**src/rtl/clk_div_multi.sv**
```systemverilog
// clk_div_multi: multi-channel programmable clock divider with tick strobes and phase sync
//   clk_50MHz  in   system clock, rising edge
//   reset      in   asynchronous active-high reset
//   en         in   [NUM_CH] per-channel run enable
//   sync       in   restart all running channels in phase
//   cfg_load   in   [NUM_CH] write cfg_div/cfg_high into the channel's shadow registers
//   cfg_div    in   [CNT_W] requested period
//   cfg_high   in   [CNT_W] requested high time
//   clk_out    out  [NUM_CH] divided clocks
//   tick       out  [NUM_CH] strobe in the last input cycle of each period
//   running    out  [NUM_CH] channel active status
module clk_div_multi #(
    parameter int NUM_CH   = 4,
    parameter int CNT_W    = 20,
    parameter int DEF_DIV  = 500000,
    parameter int DEF_HIGH = 250000
) (
    input  logic              clk_50MHz,
    input  logic              reset,
    input  logic [NUM_CH-1:0] en,
    input  logic              sync,
    input  logic [NUM_CH-1:0] cfg_load,
    input  logic [CNT_W-1:0]  cfg_div,
    input  logic [CNT_W-1:0]  cfg_high,
    output logic [NUM_CH-1:0] clk_out,
    output logic [NUM_CH-1:0] tick,
    output logic [NUM_CH-1:0] running
);
    for (genvar g = 0; g < NUM_CH; g++) begin : g_ch
        logic [CNT_W-1:0] r_sh_div, r_sh_high, r_div, r_high, r_cnt;
        logic             r_clk, r_tick, r_run;
        logic [CNT_W-1:0] w_peff, w_last, w_heff;
        logic [CNT_W:0]   w_nxt;
        logic             w_restart;
        // clamp so every period has at least one high and one low cycle
        assign w_peff    = (r_div < CNT_W'(2)) ? CNT_W'(2) : r_div;
        assign w_last    = w_peff - CNT_W'(1);
        assign w_heff    = (r_high == '0) ? CNT_W'(1) : (r_high > w_last) ? w_last : r_high;
        assign w_nxt     = {1'b0, r_cnt} + (CNT_W+1)'(1);
        assign w_restart = !r_run || sync || (r_cnt == w_last);
        always_ff @(posedge clk_50MHz or posedge reset) begin
            if (reset) begin
                r_sh_div  <= CNT_W'(DEF_DIV);
                r_sh_high <= CNT_W'(DEF_HIGH);
            end else if (cfg_load[g]) begin
                r_sh_div  <= cfg_div;
                r_sh_high <= cfg_high;
            end
        end
        // active values only change at a period boundary, taking the pre-edge shadow
        always_ff @(posedge clk_50MHz or posedge reset) begin
            if (reset) begin
                r_div  <= CNT_W'(DEF_DIV);
                r_high <= CNT_W'(DEF_HIGH);
                r_cnt  <= '0;
                r_clk  <= 1'b0;
                r_tick <= 1'b0;
                r_run  <= 1'b0;
            end else if (!en[g]) begin
                r_cnt  <= '0;
                r_clk  <= 1'b0;
                r_tick <= 1'b0;
                r_run  <= 1'b0;
            end else if (w_restart) begin
                r_div  <= r_sh_div;
                r_high <= r_sh_high;
                r_cnt  <= '0;
                r_clk  <= 1'b1;
                r_tick <= 1'b0;
                r_run  <= 1'b1;
            end else begin
                r_cnt  <= w_nxt[CNT_W-1:0];
                r_clk  <= w_nxt < {1'b0, w_heff};
                r_tick <= w_nxt == {1'b0, w_last};
            end
        end
        assign clk_out[g] = r_clk;
        assign tick[g]    = r_tick;
        assign running[g] = r_run;
    end
endmodule

```
**config.mk**
```make
export PLATFORM = sky130hd
export DESIGN_NAME = clk_div_multi
export DESIGN_NICKNAME = d
export VERILOG_FILES = /design/src/rtl/clk_div_multi.sv
export SDC_FILE = /design/constraint.sdc
export NUM_CORES = 1
export LEC_CHECK = 0
export BUFFER_PORTS_ARGS = -buffer_cell sky130_fd_sc_hd__buf_4
export CORE_UTILIZATION = 60
export CTS_BUF_LIST = sky130_fd_sc_hd__clkbuf_16
export DETAILED_ROUTE_END_ITERATION = 7
export GPL_ROUTABILITY_DRIVEN = 0
export HOLD_SLACK_MARGIN = 0.15
export MAX_ROUTING_LAYER = met4
export PLACE_DENSITY = 0.77
export RECOVER_POWER = 100
export SETUP_SLACK_MARGIN = 0.02
export SLEW_MARGIN = 20
export SYNTH_ARGS = -nofsm -noshare
export SYNTH_HDL_FRONTEND = slang
export SYNTH_SLANG_ARGS = --single-unit
```
**constraint.sdc**
```tcl
create_clock -name clk_50MHz -period 25.8 [get_ports clk_50MHz]
set_input_delay 1.29 -clock clk_50MHz [delete_from_list [all_inputs] [get_ports clk_50MHz]]
set_output_delay 1.29 -clock clk_50MHz [all_outputs]
set_load 0.005 [all_outputs]
```
## Yosys cells after proc, flatten, opt, wreduce, memory -nomap -nowiden

Cells that the tools add are included.

| storage, ports and cells | value |
|---|---|
| input bits | 51 |
| output and inout bits | 12 |
| bits in registers | 412 |

| cells by class | value |
|---|---|
| eq/ne operators | 12 |
| magnitude comparators | 12 |
| mux-type cells | 44 |
| reductions and logical operators | 20 |
| $add $sub $neg | 8 |

Operators by type and width:

| kind | number |
|---|---|
| 20-bit two-way mux | 20 |
| 20-bit by 1-bit adder with 21-bit output, second input constant | 4 |
| 21-bit by 20-bit == test with 1-bit output | 4 |
| 21-bit by 20-bit less-than comparator with 1-bit output | 4 |
| 20-bit == test | 4 |
| 20-bit greater-than comparator | 4 |
| 20-bit logical NOT | 4 |
| 20-bit by 2-bit less-than comparator with 1-bit output, second input constant | 4 |
| 20-bit by 1-bit subtractor with 20-bit output, second input constant | 4 |
| 1-bit two-way mux | 24 |
| 1-bit logical OR | 8 |
| 2-bit by 1-bit != test with 1-bit output, second input constant | 4 |
| 2-bit AND reduction | 4 |
| 1-bit logical NOT | 4 |

## Longest topological paths before layout

| depth | value |
|---|---|
| depth in word-level cells | 9 |
| gate-level depth with buffers | 31 |

## Least setup slack after synthesis

No wires, ideal clock.

| path | value |
|---|---|
| path kind | register to register |
| start point | reg g_ch[2].r_div[14] |
| end point | reg g_ch[2].r_clk |
| setup time | 110 ps |
| arrival time | 6637 ps |
| buffers on the path | 4 |
| cell stages (with the launch flop) | 31 |
| path slack | 19053 ps |
| cells stage by stage | dfrtp_1 -> clkbuf_1 -> nor3_1 -> nand4_1 -> nor3_1 -> nand2b_1 -> ha_1 -> or4b_2 -> clkbuf_1 -> nor4_2 -> nand2_1 -> xor2_1 -> ha_1 -> nand4_1 -> or2_2 -> nor3_1 -> o21ai_0 -> a31oi_1 -> clkbuf_1 -> clkbuf_1 -> nand2_1 -> o211ai_1 -> ha_1 -> a21o_1 -> a21oi_1 -> nor2b_1 -> o21ai_0 -> nand2b_1 -> a21oi_1 -> nor2_1 -> o41ai_1 |

| on the way | value |
|---|---|
| cells in the longest elaborated chain, start to end | 9 |
| elaborated cells between the ends (all ways) | 11 |

Ends and longest elaborated chain:

| item | line | source |
|---|---|---|
| start: declaration | 30 | `logic [CNT_W-1:0] r_sh_div, r_sh_high, r_div, r_high, r_cnt;` |
| start signal: assignment | 53 | `r_div <= CNT_W'(DEF_DIV);` |
| start signal: assignment | 65 | `r_div <= r_sh_div;` |
| 20-bit by 2-bit less-than comparator with 1-bit output | 36 | `assign w_peff = (r_div < CNT_W'(2)) ? CNT_W'(2) : r_div;` |
| 20-bit two-way mux (*) | 36 |  |
| 20-bit by 1-bit subtractor with 20-bit output (*) | 37 | `assign w_last = w_peff - CNT_W'(1);` |
| 20-bit greater-than comparator | 38 | `assign w_heff = (r_high == '0) ? CNT_W'(1) : (r_high > w_last) ? w_last : r_high;` |
| 20-bit two-way mux (2 in series) | 38 |  |
| 21-bit by 20-bit less-than comparator with 1-bit output | 73 | `r_clk <= w_nxt < {1'b0, w_heff};` |
| 1-bit two-way mux (*) | 64 | `end else if (w_restart) begin` |
| 1-bit two-way mux (*) | 59 | `end else if (!en[g]) begin` |
| end signal: assignment | 73 |  |
| end: declaration | 31 | `logic r_clk, r_tick, r_run;` |

Mark *: on every way between the ends. The rest lies on a longest branch, timed or not.
A chain may end at the register's enable or synchronous reset.

==> metrics.cfg <==
[status]
outcome = complete, but fails checks
violations = max-capacitance violations, max-slew violations

[power]
power_density_mw_per_mm2 = 71.9
p_leak_uw = 0.0121
peakVddDrop_mv = 0.0972
total_power_uw = 2030

[critical_path]
crit_family = buffers and inverters
cp.arrival_ns = 12.20
cp-start-kind = input pin
r2r_end = g_ch[2].r_clk
max_stage_delay_ns = 5.10
cp_cell_sequence = clkbuf_4, clkinvlp_2, clkbuf_1, clkbuf_1
path_common_cell = clkbuf_1
cp_max_fo = 141
critical_path_class = input pin to asynchronous set/reset pin
slowest_stage = clkbuf_1
worst_r2r_path_depth = 25
critPathRequiredTime_ns = 24.71
r2r-start = g_ch[2].r_div[14]
worst_setup_path_end_kind = asynchronous set/reset pin
ff2ff_setup_slack_ns = 17.17
path_buf_inv = 4

[hold_path]
hold_path.class = flip-flop to flip-flop
worstHoldStart = g_ch[1].r_sh_high[1]
whs_path_depth = 1
whs_endpoint = g_ch[1].r_high[1]

[timing]
tightestPinTransition_ns = 7.14
fin_setup_tns_ns = 0
slew-limit-headroom = -3.76
max_clock_freq_mhz = 75.2
period_share = 0.515
grt_setup_unrepaired = false
hold_violations = 0
setup_violations = 0
slew_viol_final = 733
finalClockSkew_ns = 0.0114
fin_crit_ns = 13.29

[clocking]
cts-resized-gates = 0
path_clk_slew_ns = 0.07
cts_tree = done
hold_buffers = 0
postCtsSetupBuffers = 0
insertion_delay_ns = 0.58
cts_buffers = 43
cts_root_buffer = clkbuf_16
cts.htree.levels = 2
cts_buffer_depth = 3
cts.sinks = 412

[synthesis]
ys_warn_count = 0
ys_ff_latch = 412
synthXorXnorAreaFrac = 0.0874
postSynth.asyncResetShare = 1.00
synthFlopType = dfrtp_1
synthSimpleGateAreaFrac = 0.161
syn-cell-area_mm2 = 0.0263
synth_top_family_by_area = simple AND/OR/NAND/NOR gates
synth_fa_ha_area_frac = 0.0781
synth-seq-area-share = 0.397
ys_types = 80
synth-edff-count = 0
syn-num-nets = 2781
synth_mux_area_frac = 0.148
synthCells = 2566
synth.top_cell.area_share = 0.286
synth_largest_area_cell = dfrtp_1
synth_compound_area_frac = 0.0881
synth_area_leaders = dfrtp_1, mux2_2, dfstp_2
synth_area_per_cell_um2 = 10.2

[place]
io_buffers = 62
place_hpwl_um = 50500
dp_cells = 3087

[routing]
vias = 20400
wl_per_cell_um = 22.1
antenna_left = 0
drt_iter0_drc = 2115
avgViaCountPerCell = 6.42
route.final.wire_length_um = 70100
firstDrtPassIters = 6
post-route-drc-count = 0

[global_routing]
grtUsageMet3 = 0.0544
antenna_found_initial = 11
grt_pass1_wl_um = 110000
groute.usage.overall = 0.326
grtUsageMet2 = 0.508
top_usage_layer = met2
grt_pass1_vias = 19900
overflow = 0
grt_use_met1 = 0.427
grt_max_degree = 194

[floorplan]
io_pins = 63
dieArea_mm2 = 0.0447
die_h_um = 211
coreArea_mm2 = 0.0432
row_count = 76
die_width_um = 211
start_util = 0.609

[finish]
final_cells = 3175
nets = 2765
syn_to_final_growth_pct = 7.29
fillerInstances = 3414
drive_gt1_frac = 0.210

[run]
drv_cap = 14

placed cells by master, fill, tap and decap left out, types with 45 or more instances in the layout:
cell type | Yosys | final
nand2_1 | 181 | 181
nand3_1 | 77 | 77
mux2_2 | 272 | 273
nor2_1 | 168 | 168
dfstp_2 | 112 | 112
a21oi_1 | 64 | 64
nand4_1 | 64 | 64
xnor2_1 | 150 | 150
nor4_1 | 67 | 69
o21ai_0 | 70 | 71
o211ai_1 | 62 | 62
nor3_1 | 45 | 45
inv_1 | 113 | 117
xor2_1 | 107 | 107
clkbuf_16 | 0 | 47
ha_1 | 164 | 164
dfrtp_1 | 300 | 300
cells by family after synthesis:
logic type	Yosys count
adders and majority gates	164
AOI/OAI and AO/OA	340
muxes	334
and+or+nand+nor	808
DFF	412
buffers and inverters	249
xor gates and xnor gates	259
worst max-delay path by stage:
stage                                 start                end  slack (ns)  cells past startpoint
after floorplan                       reset      g_ch[0].r_clk       13.23                      1
after global placement    g_ch[0].r_div[10]      g_ch[0].r_clk       18.48                     27
after detailed placement  g_ch[0].r_div[10]      g_ch[0].r_clk       18.24                     27
after CTS                 g_ch[0].r_div[10]      g_ch[0].r_clk       18.21                     27
after global routing                  reset  g_ch[2].r_div[11]        9.67                      4
final                                 reset   g_ch[2].r_div[2]       12.51                      4
metal layers:
metal	vias to the layer above	part of all wire	wire length, um
li1	9216	-	-
met1	10000	0.41	29100
met5	-	0	0
met2	926	0.46	32300
met4	0	0.041	2860
met3	207	0.083	5830
synth_stat cells (15+ instances only):
cell type	n
dfrtp_1	300
mux2_2	272
nand2_1	181
nor2_1	168
ha_1	164
xnor2_1	150
inv_1	113
dfstp_2	112
xor2_1	107
clkbuf_1	90
nand3_1	77
o21ai_0	70
nor4_1	67
a21oi_1	64
nand4_1	64
o211ai_1	62
nor3_1	45
mux2_4	39
nand2b_1	33
a21o_1	31
and3_1	31
nor2b_1	27
and4_1	17
buf_4	17
or3_1	16
or4_1	15
final cells by class:
cell class | count | area, um2 | share of cell area
clock inverter | 32 | 223 | 0.00790
inverter | 113 | 425 | 0.0151
sequential | 412 | 10500 | 0.370
timing repair buffer | 75 | 499 | 0.0177
multi-input combinational | 1905 | 14700 | 0.521
antenna | 6 | 15.0 | 0.000532
clock buffer | 47 | 1180 | 0.0417
tap | 585 | 732 | 0.0260
sequential cells by signal (all words and copies together) (netlist names):
name            flops
g_ch.r_cnt         80
g_ch.r_div         80
g_ch.r_high        80
g_ch.r_sh_div      80
g_ch.r_sh_high     80
g_ch.r_clk          4
g_ch.r_run          4
g_ch.r_tick         4
worst reg2reg max path: cells and delay by family (launching register included):
kind / cells / cell delay (ns)
XOR/XNOR: 1 / 0.23
AND/OR/NAND/NOR: 15 / 4.84
buffers and inverters: 1 / 1.05
multiplexers: 1 / 0.29
adder cells (fa/ha/maj): 3 / 1.00
flip-flops: 1 / 0.47
AO/OA/AOI/OAI: 4 / 0.51
power by group:
| group | switching, uW | total [uW] | internal [uW] |
|---|---|---|---|
| Combinational | 315 | 567 | 252 |
| Sequential | 103 | 841 | 738 |
| Clock | 270 | 620 | 349 |
per-stage QoR:
stage,setup WS [ns],hold WS (ns),util,area (um2)
detailed placement,18.24,0.471,0.626,27000
CTS,18.21,0.476,0.658,28400
floorplan,13.23,0.454,-,26300
finish,12.51,0.486,0.653,28200
global route,9.67,0.490,0.653,28200
global placement,18.48,0.464,0.626,27000
Power figures use the tool's default switching activity.
